<file path="config.mk">
export PLATFORM = sky130hd
export DESIGN_NAME = prga_gen
export DESIGN_NICKNAME = d
export VERILOG_FILES = /design/src/rtl/prga_gen.sv
export SDC_FILE = /design/constraint.sdc
export NUM_CORES = 1
export LEC_CHECK = 0
export BUFFER_PORTS_ARGS = -buffer_cell sky130_fd_sc_hd__buf_4
export CORE_ASPECT_RATIO = 1.1
export CORE_MARGIN = 2
export CORE_UTILIZATION = 60
export CTS_CLUSTER_SIZE = 16
export DETAILED_ROUTE_END_ITERATION = 7
export PLACE_DENSITY = 0.83
export SYNTH_ARGS = -nofsm -noshare
export SYNTH_HDL_FRONTEND = slang
export SYNTH_SLANG_ARGS = --single-unit
</file>
<file path="constraint.sdc">
create_clock -name clk -period 4.1 [get_ports clk]
set_clock_uncertainty 0.2 [all_clocks]
set_input_delay 0.205 -clock clk [delete_from_list [all_inputs] [get_ports clk]]
set_output_delay 0.205 -clock clk [all_outputs]
set_load 0.01 [all_outputs]
</file>
<file path="src/rtl/prga_gen.sv">
// RC4 PRGA: reads length header + ciphertext from CT RAM, writes header + plaintext to PT RAM.
// Multi-cycle (10 cycles per data byte, 7 per dropped byte); en is accepted only while rdy=1, never queued.
module prga_gen #(
  parameter int LEN_BYTES   = 1,
  parameter int ADDR_W      = 8,
  parameter int DROP_N      = 0,
  parameter int CHECK_ASCII = 0
) (
  input  logic              clk,
  input  logic              rst_n,
  input  logic              en,
  output logic              rdy,
  output logic              ok,
  output logic [7:0]        s_addr,
  input  logic [7:0]        s_dout,
  output logic [7:0]        s_din,
  output logic              s_wren,
  output logic [ADDR_W-1:0] ct_addr,
  input  logic [7:0]        ct_dout,
  output logic [7:0]        ct_din,
  output logic              ct_wren,
  output logic [ADDR_W-1:0] pt_addr,
  output logic [7:0]        pt_din,
  output logic              pt_wren
);

  localparam int HW = 8 * LEN_BYTES;
  localparam int LW = ADDR_W + 1;
  localparam int DW = 10;
  localparam logic [LW-1:0] MAX_L = LW'((1 << ADDR_W) - LEN_BYTES);

  typedef enum logic [3:0] {
    IDLE, H_RD, H_GET, H_LEN,
    K_INC, K_RDI, K_GETI, K_RDJ, K_GETJ, K_WRJ, K_WRI,
    K_RDP, K_GETP, K_PWR, DONE
  } state_t;

  state_t state, state_nx;

  logic [7:0]    i, j, si, sj, pt_byte;
  logic [LW-1:0] k, len, len_cl, hdr_ext, k_nx;
  logic [DW-1:0] drop_cnt;
  logic [HW-1:0] hdr_acc;
  logic          hb, hb_last, bad_char, abort;

  assign hdr_ext  = LW'(hdr_acc);
  assign len_cl   = (hdr_ext > MAX_L) ? MAX_L : hdr_ext;
  assign hb_last  = (LEN_BYTES == 1) || hb;
  assign k_nx     = k + LW'(1);
  assign bad_char = (pt_byte < 8'h20) || (pt_byte > 8'h7E);
  assign abort    = (CHECK_ASCII != 0) && bad_char;
  assign ct_din   = 8'h00;
  assign ct_wren  = 1'b0;

  always_ff @(posedge clk or negedge rst_n) begin
    if (!rst_n) state <= IDLE;
    else        state <= state_nx;
  end

  always_comb begin
    state_nx = state;
    case (state)
      IDLE:   if (en) state_nx = H_RD;
      H_RD:   state_nx = H_GET;
      H_GET:  state_nx = hb_last ? H_LEN : H_RD;
      H_LEN: begin
        if (drop_cnt != '0)        state_nx = K_INC;
        else if (len_cl == '0)     state_nx = DONE;
        else                       state_nx = K_INC;
      end
      K_INC:  state_nx = K_RDI;
      K_RDI:  state_nx = K_GETI;
      K_GETI: state_nx = K_RDJ;
      K_RDJ:  state_nx = K_GETJ;
      K_GETJ: state_nx = K_WRJ;
      K_WRJ:  state_nx = K_WRI;
      // Last dropped step falls through to the data phase, or straight to DONE for L=0.
      K_WRI: begin
        if (drop_cnt == '0)          state_nx = K_RDP;
        else if (drop_cnt > DW'(1))  state_nx = K_INC;
        else if (len == '0)          state_nx = DONE;
        else                         state_nx = K_INC;
      end
      K_RDP:  state_nx = K_GETP;
      K_GETP: state_nx = K_PWR;
      K_PWR:  state_nx = (abort || k_nx == len) ? DONE : K_INC;
      DONE:   state_nx = IDLE;
      default: state_nx = IDLE;
    endcase
  end

  always_comb begin
    rdy     = 1'b0;
    s_addr  = 8'h00;
    s_din   = 8'h00;
    s_wren  = 1'b0;
    ct_addr = '0;
    pt_addr = '0;
    pt_din  = 8'h00;
    pt_wren = 1'b0;
    case (state)
      IDLE:  rdy = 1'b1;
      H_RD:  ct_addr = ADDR_W'(hb);
      H_GET: begin
        ct_addr = ADDR_W'(hb);
        pt_addr = ADDR_W'(hb);
        pt_din  = ct_dout;
        pt_wren = 1'b1;
      end
      K_RDI: s_addr = i;
      K_RDJ: s_addr = j;
      K_WRJ: begin
        s_addr = j;
        s_din  = si;
        s_wren = 1'b1;
      end
      K_WRI: begin
        s_addr = i;
        s_din  = sj;
        s_wren = 1'b1;
      end
      K_RDP: begin
        s_addr  = si + sj;
        ct_addr = ADDR_W'(LEN_BYTES) + k[ADDR_W-1:0];
      end
      K_PWR: begin
        pt_addr = ADDR_W'(LEN_BYTES) + k[ADDR_W-1:0];
        pt_din  = pt_byte;
        pt_wren = 1'b1;
      end
      default: ;
    endcase
  end

  always_ff @(posedge clk or negedge rst_n) begin
    if (!rst_n) begin
      i        <= 8'h00;
      j        <= 8'h00;
      si       <= 8'h00;
      sj       <= 8'h00;
      pt_byte  <= 8'h00;
      k        <= '0;
      len      <= '0;
      drop_cnt <= '0;
      hdr_acc  <= '0;
      hb       <= 1'b0;
      ok       <= 1'b0;
    end else begin
      case (state)
        IDLE: if (en) begin
          i        <= 8'h00;
          j        <= 8'h00;
          k        <= '0;
          hdr_acc  <= '0;
          hb       <= 1'b0;
          drop_cnt <= DW'(DROP_N);
          ok       <= 1'b1;
        end
        H_GET: begin
          if (!hb) hdr_acc[7:0]      <= ct_dout;
          else     hdr_acc[HW-1 -: 8] <= ct_dout;
          hb <= ~hb;
        end
        H_LEN:  len <= len_cl;
        K_INC:  i <= i + 8'h01;
        K_GETI: begin
          si <= s_dout;
          j  <= j + s_dout;
        end
        K_GETJ: sj <= s_dout;
        K_WRI:  if (drop_cnt != '0) drop_cnt <= drop_cnt - DW'(1);
        K_GETP: pt_byte <= s_dout ^ ct_dout;
        K_PWR: begin
          k <= k_nx;
          if (abort) ok <= 1'b0;
        end
        default: ;
      endcase
    end
  end

endmodule

</file>
==> reports/results.txt, run 1 <==
Antenna viol nets, final: 0
CTS buffer count: 9
Vias per cell: 5.93
Worst Setup End Kind: output port
Clk sinks: 81
Die area: 8680 µm²
Post-DP HPWL: 8100 µm
Minimum clock period: 3.23 ns
Most frequent CP cell: o21ai_0
CP Launch Type: flop
Maximum fanout along the worst path: 3
Clock slew at reported path FFs: 0.09 ns
P per Cell Area: 665 nW/µm²
Initial antenna violation count: 0
Vias in the first global route: 4092
GRT overflow: 0
Final Slew Violations: 0
Via count: 4106
Post-synth ARST share: 100%
Register area share after synthesis: 42.5%
Final-report hold violation count: 0
Largest family of logic cells by synthesized area: simple AND/OR/NAND/NOR gates
Final setup fails: 0
Peak supply drop: 0.000486 V
Final nets: 618
Core area: 7830 µm²
Placer congestion estimate: 0.929
I/O pin cnt: 72
Post-synth top cells: 81 x dfrtp_1, 56 x nand2_1, 52 x nor2_1
Distinct cells, synth: 60
Lkg Pwr: 2.59 nW
Max-Cap Viols: 0
Number of synthesized flops with an enable pin: 0
DIE WIDTH: 89.0 µm
Total Routing Usage GR: 28.5%
Worst-Margin Slew: 1.02 ns
Clk Latency, worst-skew pair: 0.35 ns
Mux share of post-synthesis cell area: 4.22%
Largest net degree at the start of global routing: 82
Port bufs: 62
Share of layout cells above drive strength 1: 18.0%
CTS tree: built
HP Class: primary input to flop
Post-synth top area cell: dfrtp_1
Wirelength per Cell: 17.2 µm
Clk buf depth: 2
Post-cts gate resize count: 0
Total power: 3.76 mW
Ant diodes: 0
Clock root buffer: clkbuf_8
Synthesis-stage register bit count: 81
# rows: 34
H-tree depth: 3
Top cell type's share of synthesized area: 42.5%
Synth-to-Final Area Change: 18.5%
Cell Chain, Critical Path: ha_1 -> fa_1 -> a21o_1 -> a21oi_1 -> nor2b_1 -> o21ai_0 -> mux2_2 -> o21ai_0 -> buf_4
Yosys warning total: 0
First-pass GRT wire length: 19500 µm
Worst path arrival time: 2.83 ns
DR iter-0 viols: 315
Overall routed net length: 11900 µm
Main area contributors after synthesis: dfrtp_1 42%, ha_1 4.7%, nand2_1 4.4%
TritonRoute pass-1 iters: 4
Post-synthesis compound-gate area fraction: 17.5%
Worst setup path class: flop to output port
Post-Synth Adder-Cell Area: 5.56%
Fill cells: 624
Residual DRC: 0
Hold WS: 0.0604 ns
Worst path slowest cell: fa_1
Initial Utilization: 60.9%
Area occupied by multi-input gates: 2600 µm²
Status: finished clean
Post-synthesis xor/xnor area fraction: 7.56%
Chip height: 97.5 µm
Most used flip-flop cell after synthesis: dfrtp_1
Top-count cell post-synth: dfrtp_1
Mean post-synth cell area: 9.41 µm²
Slowest Stage Delay on Critical Path: 0.42 ns
Setup TNS: 0 ns
CP required: 3.69 ns
Final period utilization: 78.8%
Synth Area in Simple Gates: 18.8%
Register area: 2030 µm²
RSZ-0062 raised after global routing: false
Highest clock rate: 0.310 GHz
Relative slew margins: 32.0%
Syn Std Cell Area: 4770 µm²
Synth Instances: 507
[worst max-delay path: cells and delay by family (launching register included)]
| kind | cells | cell delay (ns) |
|---|---|---|
| buffers and inverters | 1 | 0.16 |
| AND/OR/NAND/NOR | 1 | 0.07 |
| adder cells (fa/ha/maj) | 2 | 0.66 |
| multiplexers | 1 | 0.35 |
| flip-flops | 1 | 0.41 |
| AO/OA/AOI/OAI | 4 | 0.82 |
[flip-flops by register name, indices dropped and copies added, names as in the netlist]
name and flops:
drop_cnt 10, hb 1, hdr_acc 8, i 8, j 8, k 9, len 8, ok 1
pt_byte 8, si 8, sj 8, state 4
[through the flow]
step	setup slack [ns]	cell area, µm²	util (%)	cells
3_3_place_gp	1.42	5290	67.5	659
6_report	0.870	5650	72.2	692
5_1_grt	0.864	5650	72.2	692
4_1_cts	0.944	5650	72.2	692
3_5_place_dp	1.35	5290	67.5	659
2_1_floorplan	1.53	4800	-	515
[layer usage]
metal / part of all wire [%] / GRT usage [%] / vias to the layer above
met5: 0 / 0 / -
met4: 3.2 / 12.2 / 0
met3: 4.5 / 4.50 / 33
met2: 49 / 46.2 / 141
met1: 43 / 37.4 / 1981
li1: - / - / 1951
[where the power goes]
| part | internal [mW] | switching (mW) |
|---|---|---|
| Combinational | 0.801 | 0.888 |
| Sequential | 1.10 | 0.375 |
| Clock | 0.283 | 0.305 |
| Total | 2.19 | 1.57 |
[kinds of logic (layout without fill, tap and decap cells)]
kind of cell	count (synthesis)	after routing
compound gates	125	125
xor+xnor	38	38
fa+ha+maj	20	20
buf+inv	38	107
flops	81	81
mux	18	18
other cells	1	9
simple gates	186	186
[cells in the final DEF (no fill, tap or decap), types with 4 or more instances in the layout]
| cell | count |
|---|---|
| dfrtp_1 | 81 |
| buf_4 | 66 |
| nand2_1 | 56 |
| nor2_1 | 52 |
| o21ai_0 | 36 |
| a21oi_1 | 25 |
| a22o_1 | 24 |
| nand3_1 | 22 |
| xnor2_1 | 22 |
| ha_1 | 18 |
| mux2_2 | 17 |
| dlygate4sd3_1 | 17 |
| xor2_1 | 14 |
| conb_1 | 9 |
| clkbuf_8 | 9 |
| inv_1 | 8 |
| nor3_1 | 8 |
| nand2b_1 | 7 |
| nor4_1 | 7 |
| nor2b_1 | 6 |
| a21o_1 | 6 |
| or3_1 | 5 |
| and2_1 | 4 |
| a22oi_1 | 4 |
| nand4_1 | 4 |
| o211ai_1 | 4 |
[layout make-up]
| type | instances | share of cell area [%] |
|---|---|---|
| inverters | 8 | 0.531 |
| multi-input cells | 396 | 46.0 |
| flip-flops and latches | 81 | 35.9 |
| clock inverters | 6 | 1.17 |
| clock buffers | 10 | 2.26 |
| repair buffers | 83 | 11.8 |
| well taps | 108 | 2.39 |
[what timing repair did]
action / in CTS / in global routing
setup buffers: 0 / 0
endpoints found under the hold margin: 113 / 0
hold buffers: 17 / 0
endpoints found under the setup margin: 0 / 0
[worst paths after layout]
| kind | start | endpoint | slack [ns] | cells after the start |
|---|---|---|---|---|
| max | si[0] | s_addr[6] | 0.87 | 9 |
| min | en | state[0] | 0.06 | 3 |
| max reg2reg | state[0] | state[1] | 1.39 | 6 |
| min reg2reg | ok | ok | 0.28 | 1 |
| max in group asynchronous | rst_n | sj[1] | 2.68 | 2 |
| min in group asynchronous | rst_n | k[6] | 0.36 | 2 |
Note: power is estimated with default switching activity, not from simulation.
==> run 2: changes to the inputs <==
- CORE_UTILIZATION: 60 -> 52
- PLACE_DENSITY: 0.83 -> 0.77
- clock period: 4.1 -> 2.75 ns (I/O delays scaled with it)
==> run 2 against run 1 <==
Against the previous run:
- the run now ends with negative setup slack left
- hold slack gained 0.21 ns
- first-iteration DRC count shrank 30%
- critical path type unchanged
- die area grew 15%
- final area grew 1.8%
- register-to-register slack lost 1.1 ns
- critical endpoint unchanged
==> reports/results.txt, run 2 (same netlist as run 1, synthesis figures left out) <==
HP Class: flop to flop
Largest net degree at the start of global routing: 82
Commonest non-fill, non-tap cell in the layout: dfrtp_1
TritonRoute pass-1 iters: 4
Highest clock rate: 0.360 GHz
Reg with most FFs: drop_cnt
Die area: 9960 µm²
Final setup fails: 1
Via count: 4076
Synth-to-Final Area Change: 20.6%
Placer congestion estimate: 0.831
Setup TNS: -0.0315 ns
H-tree depth: 3
Core area: 8870 µm²
Placed Cells: 675
Post-DP HPWL: 8390 µm
Worst-Margin Slew: 1.04 ns
Wirelength per Cell: 16.6 µm
P per Cell Area: 977 nW/µm²
Top flop regs: drop_cnt (10), k (9)
CP required: 2.41 ns
Clock slew at reported path FFs: 0.08 ns
P_sw: 2.35 mW
CTS tree: built
RSZ-0062 raised after global routing: true
Comb pwr share: 48.5%
First-pass GRT wire length: 19300 µm
# rows: 36
Antenna viol nets, final: 0
Failing checks: negative setup slack
Vias in the first global route: 3956
Clk Latency, worst-skew pair: 0.36 ns
Worst setup path class: flop to output port
Chip height: 104 µm
Port bufs: 62
Peak supply drop: 0.000510 V
Internal power: 3.27 mW
Status: finished, violations left
Final period utilization: 101%
GRT overflow: 0
Residual DRC: 0
Max-Cap Viols: 0
Share of layout cells above drive strength 1: 20.5%
Switching Share: 41.7%
Relative slew margins: 30.9%
Overall routed net length: 11800 µm
Layout Cells excl Fill: 710
Minimum clock period: 2.78 ns
Clk buf depth: 2
Most frequent cells in the layout: 80 x dfrtp_1, 78 x buf_4, 56 x nand2_1
Total Routing Usage GR: 24.7%
CTS buffer count: 9
Initial antenna violation count: 0
Ant diodes: 0
Lkg Pwr: 2.65 nW
Worst path arrival time: 2.44 ns
Clk sinks: 81
DIE WIDTH: 95.3 µm
Final Slew Violations: 0
DR iter-0 viols: 222
Worst Setup End Kind: output port
Final setup margin: -0.0315 ns
Clk pwr share: 13.3%
I/O pin cnt: 72
Max reg flops: 10
Vias per cell: 5.74
Initial Utilization: 53.8%
Fill cells: 734
CP Launch Type: flop
Clock root buffer: clkbuf_8
Flop pwr share: 38.2%
Final-report hold violation count: 0
Final nets: 631
Maximum fanout along the worst path: 2
## run 2: worst paths after layout
| check | startpoint | end | slack (ns) | cells after the start |
|---|---|---|---|---|
| hold reg to reg | ok | ok | 0.27 | 1 |
| setup reg to reg | k[0] | state[3] | 0.26 | 7 |
| hold / removal | ok | ok | 0.27 | 1 |
| setup / recovery | sj[0] | s_addr[6] | -0.03 | 9 |
| min in group asynchronous | rst_n | k[3] | 0.28 | 2 |
| max in group asynchronous | rst_n | state[3] | 1.33 | 2 |
## run 2: cell type report
type	count	area, µm²	share of cell area, %
Timing Repair Buffer	96	766	13.3
Tap cell	114	143	2.48
Inverter	8	30.0	0.522
Clock inverter	3	18.8	0.326
Sequential cell	81	2030	35.3
Clock buffer	12	135	2.35
Multi-Input combinational cell	396	2630	45.7
## run 2: critical path, stage by stage, from the launching register on
cell and delay, ns:
dfrtp_1 0.40, ha_2 0.21, fa_2 0.35, a21o_1 0.17, a21oi_2 0.13, nor2b_1 0.06
o21ai_1 0.16, mux2_4 0.32, o21ai_2 0.14, buf_4 0.14
## run 2: repair_timing
item	4_1_cts	5_1_grt
resized for setup	8	4
endpoints found under the hold margin	116	0
endpoints found under the setup margin	2	8
pin swaps	0	3
hold buffers	18	0
setup buffers	1	1
## run 2: power by group through the flow
| stage | sequential [mW] | combinational, mW | clock, mW |
|---|---|---|---|
| floorplan | 1.98 | 1.92 | 0 |
| global placement | 2.12 | 2.53 | 0 |
| detailed placement | 2.15 | 2.60 | 0 |
| CTS | 2.13 | 2.69 | 0.763 |
| global route | 2.21 | 3.02 | 0.814 |
| finish | 2.15 | 2.72 | 0.750 |
## run 2: metrics by stage
stage	setup slack (ns)	util (%)	area [µm²]	power, mW	hold slack [ns]
floorplan	0.250	-	4800	3.90	-0.358
global placement	0.0668	60.5	5370	4.65	0.172
detailed placement	0.0591	60.5	5370	4.75	0.186
CTS	-0.0231	64.5	5730	5.58	0.277
global route	-0.108	64.8	5750	6.05	0.316
finish	-0.0315	64.8	5750	5.62	0.268
## run 2: per-layer routing
metal  part of all wire, %  vias to the layer above  wire length [µm]  global-route usage (%)
met5                     0                        -                 0                       0
met1                    44                     1977              5220                    33.8
met2                    49                       97              5710                    38.4
met3                   3.9                       28               464                    4.28
li1                      -                     1974                 -                       -
met4                   3.1                        0               365                    10.6
==> run 3: changes to the inputs <==
--- a/config.mk
+++ b/config.mk
@@ -8,8 +8,10 @@
 export BUFFER_PORTS_ARGS = -buffer_cell sky130_fd_sc_hd__buf_4
+export CELL_PAD_IN_SITES_DETAIL_PLACEMENT = 0
+export CELL_PAD_IN_SITES_GLOBAL_PLACEMENT = 1
 export CORE_ASPECT_RATIO = 1.1
 export CORE_MARGIN = 2
-export CORE_UTILIZATION = 52
+export CORE_UTILIZATION = 40
 export CTS_CLUSTER_SIZE = 16
 export DETAILED_ROUTE_END_ITERATION = 7
-export PLACE_DENSITY = 0.77
+export PLACE_DENSITY_LB_ADDON = 0.1
 export SYNTH_ARGS = -nofsm -noshare
==> constraint.sdc (replaced) <==
create_clock -name clk -period 2.75 [get_ports clk]
set_clock_uncertainty 0.2 [all_clocks]
set_input_delay 0.4125 -clock clk [delete_from_list [all_inputs] [get_ports clk]]
set_output_delay 0.4125 -clock clk [all_outputs]
set_load 0.01 [all_outputs]
==> run 3 against run 2 <==
Against the previous run:
- the flow still finishes with violations (negative setup slack)
- final cell count grew 5.4%
- routed wire length grew 7.1%
- total power is 13% higher
- largest power group unchanged
==> reports/results.txt, run 3 (same netlist as run 1, synthesis figures left out) <==
Reg2Reg Setup Slack: 0.25 ns
Hold WS: 0.116 ns
Worst setup path class: flop to output port
Final-report hold violation count: 0
Clk buf depth: 2
Comb pwr share: 45.2%
Minimum clock period: 3.01 ns
Highest clock rate: 0.332 GHz
HP Start: ct_dout[5]
Final period utilization: 109%
Residual DRC: 0
Final setup margin: -0.261 ns
Lkg Pwr: 2.76 nW
I/O pin cnt: 72
Worst-Margin Slew: 0.700 ns
Clk pwr share: 21.0%
Worst Setup End Kind: output port
Failing checks: negative setup slack
P_sw: 2.42 mW
Total Routing Usage GR: 21.1%
Synth-to-Final Area Change: 24.8%
CTS buffer count: 9
Ant diodes: 0
Worst path arrival time: 2.40 ns
FF-to-FF path depth: 5
Wirelength per Cell: 16.8 µm
Max-Cap Viols: 0
Dpl ws: -0.0954 ns
DIE WIDTH: 108 µm
# rows: 41
Peak supply drop: 0.000514 V
TritonRoute pass-1 iters: 4
RSZ-0062 raised after global routing: true
Port bufs: 62
H-tree depth: 3
Chip height: 119 µm
Switching Share: 38.3%
Max reg flops: 10
R2r startpoint: state[1]
Clk Latency, worst-skew pair: 0.34 ns
Final nets: 632
Via count: 4024
DR iter-0 viols: 226
CTS tree: built
CP required: 2.14 ns
Worst Setup SP: si[0]
Commonest non-fill, non-tap cell in the layout: buf_4
Final setup fails: 2
Post-DP HPWL: 9130 µm
Clk sinks: 81
Maximum fanout along the worst path: 2
Die area: 12800 µm²
Share of layout cells above drive strength 1: 24.1%
GRT overflow: 0
Clock root buffer: clkbuf_16
Most frequent cells in the layout: 94 x buf_4, 80 x dfrtp_1, 56 x nand2_1
Hold Path Depth: 2
Vias per cell: 5.38
Relative slew margins: 53.2%
Final Slew Violations: 0
Utilization after layout: 51.6%
Vias in the first global route: 3938
Largest net degree at the start of global routing: 82
P per Cell Area: 1060 nW/µm²
Overall routed net length: 12600 µm
Reg with most FFs: drop_cnt
CP Launch Type: flop
Status: finished, violations left
Placer congestion estimate: 0.803
Initial antenna violation count: 0
Internal power: 3.90 mW
Flop pwr share: 33.8%
First-pass GRT wire length: 20900 µm
Clock slew at reported path FFs: 0.06 ns
Antenna viol nets, final: 0
Reg-to-reg endpoint: j[6]
HP Class: primary input to flop
Core area: 11500 µm²
Top flop regs: drop_cnt (10), k (9)
Initial Utilization: 41.3%
Hold endpoint: hdr_acc[5]
run 3: worst max-delay path by stage:
| stage | to | slack, ns | depth (start not counted) |
|---|---|---|---|
| after floorplan | s_addr[6] | 0.05 | 8 |
| after CTS | s_addr[6] | -0.23 | 9 |
| after global placement | s_addr[6] | -0.06 | 9 |
| after global routing | s_addr[6] | -0.36 | 9 |
| final | s_addr[6] | -0.26 | 9 |
| after detailed placement | s_addr[6] | -0.1 | 9 |
run 3: through the flow:
stage	setup TNS [ns]	power, mW	cell area, µm²	cells
floorplan	0	3.91	4800	515
global route	-0.785	6.82	5950	748
CTS	-0.377	6.30	5910	744
global placement	-0.0645	4.81	5530	725
detailed placement	-0.0954	4.87	5530	725
finish	-0.324	6.32	5950	748
run 3: power by group through the flow:
stage | combinational, mW | clock [mW] | sequential, mW
after global placement | 2.68 | 0 | 2.14
after floorplan | 1.92 | 0 | 1.98
final | 2.86 | 1.33 | 2.14
after CTS | 2.81 | 1.35 | 2.14
after detailed placement | 2.71 | 0 | 2.15
after global routing | 3.20 | 1.41 | 2.22
run 3: layout make-up:
cell class,instances,area (µm²)
Tap cell,150,188
Multi-Input combinational cell,396,2630
Fill cell,1087,5590
Inverter,8,30.0
Timing Repair Buffer,97,747
Clock buffer,10,239
Sequential cell,81,2030
Clock inverter,6,90.1
run 3: worst max-delay path, stage by stage (launching register included):
cell and delay (ns):
dfrtp_1 0.39, ha_2 0.21, fa_2 0.34, a21o_1 0.17, a21oi_2 0.14, nor2b_1 0.06, o21ai_1 0.16, mux2_4 0.32
o21ai_2 0.13, buf_4 0.14
run 3: layer usage:
| metal | global-route usage [%] | routed length [µm] | up-vias |
|---|---|---|---|
| met4 | 6.57 | 171 | 0 |
| li1 | - | - | 1983 |
| met2 | 35.0 | 6300 | 56 |
| met3 | 3.09 | 332 | 14 |
| met1 | 28.2 | 5790 | 1971 |
| met5 | 0 | 0 | - |
run 3: timing repair:
| action | 4_1_cts | 5_1_grt |
|---|---|---|
| buffers inserted | 2 | 4 |
| endpoints found under the setup margin | 4 | 17 |
| endpoints found under the hold margin | 81 | 0 |
| pin swaps | 6 | 2 |
| gates resized for setup | 9 | 3 |
| hold buffers | 1 | 0 |
